===== src/rtl/vector_reassembler.sv =====
// vector_reassembler: rebuilds a WIDTH-bit word from NUM_SLICES in-order
// SLICE_W-bit slices and holds it in a one-deep output buffer.
// Optional feature: define VREASM_PARITY_EN to check even parity (s_par) on
// every accepted slice; without it s_par is ignored.
//
// Handshake: a slice beat transfers on a cycle where s_valid && s_ready; a word
// transfers on a cycle where m_valid && m_ready. m_valid, once raised, holds
// until that transfer, and m_data is stable while m_valid is high.
module vector_reassembler #(
  parameter int WIDTH      = 41,
  parameter int SLICE_W    = 12,
  parameter int NUM_SLICES = 3,
  parameter int IDX_W      = 2
) (
  input  logic               clk,
  input  logic               rst_n,
  input  logic               s_valid,
  output logic               s_ready,
  input  logic [IDX_W-1:0]   s_idx,
  input  logic [SLICE_W-1:0] s_data,
  input  logic               s_par,
  output logic               m_valid,
  input  logic               m_ready,
  output logic [WIDTH-1:0]   m_data,
  output logic               err,
  output logic [7:0]         frame_cnt
);

  localparam int ASM_W = (NUM_SLICES - 1) * SLICE_W;
  localparam logic [IDX_W-1:0] LAST_IDX = IDX_W'(NUM_SLICES - 1);

  // cnt is the slice counter; 0 means waiting for the first slice
  logic [IDX_W-1:0] cnt, cnt_nxt;
  logic [ASM_W-1:0] asm_reg;
  logic             accept;
  logic             par_bad;
  logic             load_slice;
  logic             complete;
  logic             err_nxt;
  logic [WIDTH-1:0] word;

  assign accept = s_valid && s_ready;

`ifdef VREASM_PARITY_EN
  assign par_bad = (^s_data) != s_par;
`else
  logic unused_par;
  assign unused_par = s_par;
  assign par_bad    = 1'b0;
`endif

  // Slice counter state register
  always_ff @(posedge clk or negedge rst_n) begin
    if (!rst_n) cnt <= '0;
    else        cnt <= cnt_nxt;
  end

  // Next-state decode: in-order advance, completion, or error recovery
  always_comb begin
    cnt_nxt    = cnt;
    load_slice = 1'b0;
    complete   = 1'b0;
    err_nxt    = 1'b0;
    if (accept) begin
      if (par_bad) begin
        err_nxt = 1'b1;
        cnt_nxt = '0;
      end else if (s_idx == cnt) begin
        if (cnt == LAST_IDX) begin
          complete = 1'b1;
          cnt_nxt  = '0;
        end else begin
          load_slice = 1'b1;
          cnt_nxt    = cnt + 1'b1;
        end
      end else begin
        // Out-of-order beat: a slice 0 restarts the frame, anything else is dropped
        err_nxt = 1'b1;
        if (s_idx == '0) begin
          load_slice = 1'b1;
          cnt_nxt    = IDX_W'(1);
        end else begin
          cnt_nxt = '0;
        end
      end
    end
  end

  // Output decode: stall only the final slice while the buffer stays occupied
  always_comb begin
    s_ready = !((cnt == LAST_IDX) && m_valid && !m_ready);
  end

  // Complete word: final slice on top of the collected lower slices, upper bits zero
  always_comb begin
    word = '0;
    word[ASM_W + SLICE_W - 1:0] = {s_data, asm_reg};
  end

  // Assembly register; loaded slices always land at their own index
  always_ff @(posedge clk or negedge rst_n) begin
    if (!rst_n) begin
      asm_reg <= '0;
    end else if (load_slice) begin
      for (int i = 0; i < NUM_SLICES - 1; i++) begin
        if (s_idx == IDX_W'(i)) asm_reg[i*SLICE_W +: SLICE_W] <= s_data;
      end
    end
  end

  // Output buffer, error pulse and frame counter
  always_ff @(posedge clk or negedge rst_n) begin
    if (!rst_n) begin
      m_valid   <= 1'b0;
      m_data    <= '0;
      err       <= 1'b0;
      frame_cnt <= '0;
    end else begin
      err <= err_nxt;
      if (complete) begin
        m_valid   <= 1'b1;
        m_data    <= word;
        frame_cnt <= frame_cnt + 8'd1;
      end else if (m_valid && m_ready) begin
        m_valid <= 1'b0;
      end
    end
  end

endmodule


===== config.mk =====
export PLATFORM = sky130hd
export DESIGN_NAME = vector_reassembler
export DESIGN_NICKNAME = d
export VERILOG_FILES = /design/src/rtl/vector_reassembler.sv
export SDC_FILE = /design/constraint.sdc
export NUM_CORES = 1
export LEC_CHECK = 0
export ABC_AREA = 1
export BUFFER_PORTS_ARGS = -buffer_cell sky130_fd_sc_hd__buf_2
export CORE_MARGIN = 3
export CORE_UTILIZATION = 32
export CTS_BUF_LIST = sky130_fd_sc_hd__clkbuf_4
export CTS_CLUSTER_DIAMETER = 60
export DETAILED_ROUTE_END_ITERATION = 8
export GPL_TIMING_DRIVEN = 0
export SYNTH_ARGS = -nofsm -noshare
export SYNTH_HDL_FRONTEND = slang
export SYNTH_SLANG_ARGS = --single-unit

===== constraint.sdc =====
create_clock -name clk -period 3.6 [get_ports clk]
set_input_delay 0.9 -clock clk [delete_from_list [all_inputs] [get_ports clk]]
set_output_delay 0.9 -clock clk [all_outputs]
set_load 0.1 [all_outputs]

## After elaboration in Yosys (flattened, before gate mapping)

Index checks and enable logic that the tools add are counted.

- Add/subtract/negate cells: 2
- Multipliers: 0
- Divide/modulo/power cells: 0
- Order comparisons: 0
- Equality and inequality tests: 3
- Shifts and indexed selects: 0
- Multiplexer cells: 14
- Bitwise gates (word level): 0
- Reductions and logical operators: 10

Operators with widths:

| operator | count |
|---|---|
| 2-to-1 mux 1 bit | 12 |
| adder 8 x 1 -> 8 bit (second input constant) | 1 |
| logical AND 1 bit | 4 |
| 2-to-1 mux 2 bit | 2 |
| AND reduction 2 bit | 2 |
| adder 2 x 1 -> 2 bit (second input constant) | 1 |
| equality test 2 x 1 -> 1 bit (second input constant) | 1 |
| equality test 2 bit | 1 |
| equality test 2 bit (second input constant) | 1 |
| logical NOT 1 bit | 2 |
| logical NOT 2 bit | 1 |
| nonzero test 2 bit | 1 |

- Register bits after elaboration: 72
- Bits in latches: 0
- Memory bits (writable): 0
- Memory bits (read-only): 0
- Input port bits: 19
- Output and inout port bits: 52
- Word-level logic and storage cells: 36
- Memories: 0

## Logic depth before layout (Yosys ltp)

- Depth in word-level cells: 7
- Gate-level depth with buffers: 8
- Depth with buffers taken out: 7

## Worst setup path after synthesis

OpenSTA, ideal clock, no wires.

- Path kind: register to output
- Start: reg m_valid
- End: out s_ready
- Arrival: 1508 ps
- Data required time: 2700 ps
- Setup slack: 1192 ps
- Stages on the path, launching flop included: 4
- Path buffers: 0
- Path through: dfrtp_1 -> inv_1 -> nor2_1 -> nand2_2

- Word-level cells in the longest chain between the ends: 3

RTL lines:

| what | line | RTL |
|---|---|---|
| start, declared | 22 | `output logic m_valid,` |
| start signal, assigned | 114 | `m_valid <= 1'b0;` |
| start signal, assigned | 121 | `m_valid <= 1'b1;` |
| start signal, assigned | 125 | `m_valid <= 1'b0;` |
| logical AND 1 bit (2 in a row) | 91 | `s_ready = !((cnt == LAST_IDX) && m_valid && !m_ready);` |
| logical NOT 1 bit | 91 |  |
| end, declared | 18 | `output logic s_ready,` |

No other way between the ends.

## Worst setup path in the final report

- Start: in m_ready
- End: out s_ready

- Word-level cells in the longest chain between the ends: 3

RTL lines:

| what | line | RTL |
|---|---|---|
| start, declared | 23 | `input logic m_ready,` |
| logical NOT 1 bit | 91 |  |
| logical AND 1 bit | 91 |  |
| logical NOT 1 bit | 91 |  |

No other way between the ends.

==> flow_summary.yaml <==
outcome:
  status: "finished clean"
yosys:
  synthMuxAreaShare: 0
  synthCells: 327
  synth_area_sq_mm: 0.002915
  ys_types: 19
  synth_top_family_by_area: "simple AND/OR/NAND/NOR gates"
  synth_compound_area_frac: 0.07039
  ys_async_sr_fraction: 1.000
  synth.most_common_cell: "nand2_1"
  synth_seq_cells: 72
  synthTopCellsByArea: "dfrtp_1, nand2_1, o21ai_0, inv_1, buf_4"
  synth_edf_count: 0
  ys_top_cells_by_count: "nand2_1, dfrtp_1, o21ai_0, inv_1"
  yosys_warnings: 0
  synth_fa_ha_area_frac: 0.004292
  ys_seq_area_frac: 0.6180
  synth.top_cell.area_share: 0.6180
  synthFlopType: "dfrtp_1"
  synth_xor_area_frac: 0.009013
  synthSimpleGateAreaFrac: 0.2253
  synth_largest_area_cell: "dfrtp_1"
  synth_area_per_cell_sq_um: 8.915
placed_design:
  gp_congestion: 0.8199
  dp_hpwl_microns: 5030
  place_area_sq_mm: 0.003408
  port_buffers: 64
clocking:
  ctsHoldBuffers: 0
  clk_latency_ns: 0.43
  cts_buffers: 9
  clkTransAtPathRegs_ns: 0.14
  cts-resized-gates: 0
  clk_path_buf_depth: 2
  cts.sinks: 72
  post-cts-setup-buffers: 0
  cts_root_buffer: "clkbuf_4"
  h-tree-depth: 3
  cts_tree: "done"
route:
  vias: 2343
  drt_iter0_markers: 135
  viasPerCell: 4.506
  routed_wl_microns: 6889
  drc: 0
  wl_per_cell_microns: 13.25
  drtPass1Iterations: 4
  ant_nets: 0
sta:
  period_share: 0.6878
  hold_viol_final: 0
  final_max_slew_viol_count: 0
  final-setup-viol-count: 0
  setup_tns_ns: 0
  rsz0062_at_grt: "no"
  fin_crit_ns: 2.476
  fmaxAchievable_ghz: 0.4039
  skew_ns: 0.02159
floorplanning:
  die_w_microns: 101.4
  ios: 71
  fp.dieH_microns: 101.4
  start_util: 0.3311
  row_count: 34
  die-area_sq_mm: 0.01029
  core_area_sq_mm: 0.008806
finish:
  post-route-util: 0.4034
  n_antenna_cell: 0
  largest_register_ffs: 36
  fin_area_sq_mm: 0.003552
  fin_nets: 427
  fillers: 917
  drive_above_1_share: 0.2476
  syn2layout_area_growth_pct: 21.85
critical_path:
  critical_path_class: "primary input to output port"
  worstPathArrival_ns: 1.58
  crit_fanout: 4
  cp-end-kind: "output port"
  crit_required_ns: 2.70
  crit_path_start_kind: "primary input"
global_route:
  grt_pass1_wl_microns: 11240
  grt_use_total: 0.1405
  grt_max_degree: 43
  grt_pass1_vias: 2323
  antenna_found_initial: 0
  grt_overflow: 0
min_path:
  hold_path_class: "primary input to async pin"
power:
  ir_worst_vdd_mv: 0.3109
  p_total_uw: 2111
  leakagePower_uw: 0.002012
  powerDensity_mw_per_mm2: 594.3
job:
  maxCapViolations: 0
critical path, cell delays in order:
cell     delay (ns)
buf_2          0.09
nor2_1         0.05
nand2_2        0.10
buf_2          0.44
metal layers:
layer  part of all wire  track usage
met5                  0            0
met4              0.011      0.03681
met3              0.059      0.03994
met2               0.45       0.2193
met1               0.48       0.1932
metrics by stage:
stage               hold slack (ns)  worst slack, ns  cells
floorplan                    0.4422            1.192    331
global placement             0.4613            1.134    503
detailed placement           0.4599            1.133    504
CTS                          0.3909            1.131    520
global route                 0.3933            1.110    520
finish                       0.3901            1.124    520
final cells by class:
class / instances / area (sq um) / share of cell area
buffer: 18 / 126.4 / 0.03558
clock buffer: 10 / 75.07 / 0.02113
clock inverter: 6 / 68.82 / 0.01937
inverter: 22 / 82.58 / 0.02325
multi-input combinational: 219 / 919.6 / 0.2589
sequential: 72 / 1802 / 0.5072
tap: 108 / 135.1 / 0.03804
timing repair buffer: 65 / 342.8 / 0.09651
kinds of logic (layout without fill, tap and decap cells):
| group | after synthesis | count (layout) |
|---|---|---|
| buffers and inverters | 40 | 121 |
| adders and majority gates | 1 | 1 |
| xor gates and xnor gates | 3 | 3 |
| other | 1 | 5 |
| DFF | 72 | 72 |
| AOI/OAI and AO/OA | 41 | 41 |
| and+or+nand+nor | 169 | 169 |
cell usage in the layout, fill, tap and decap left out, drive strengths merged:
cell type	netlist	routed
conb	1	5
buf	16	81
clkinv	0	3
xnor2	3	3
nand3	6	6
inv	22	23
ha	1	1
nor2	12	12
clkbuf	2	12
a21oi	1	1
bufinv	0	1
dfrtp	72	72
nand4	1	1
o21ai	40	40
clkinvlp	0	1
nand2	150	150
path summary, 6_finish.rpt:
path,startpoint,to,slack (ns),cells past startpoint
max,m_ready,s_ready,1.12,4
min,rst_n,m_data[23],0.39,1
max reg2reg,cnt[1],cnt[0],2.15,6
min reg2reg,asm_reg[22],m_data[22],0.47,2
max in group asynchronous,rst_n,asm_reg[14],2.64,2
min in group clk,asm_reg[22],m_data[22],0.47,2
power by group:
part	switching, uW	leakage (uW)	internal [uW]
clock	301	0.0000770	223
combinational	509	0.000976	96.5
sequential	65.1	0.000959	916
total	875	0.00201	1240
(Power assumes the default switching activity.)
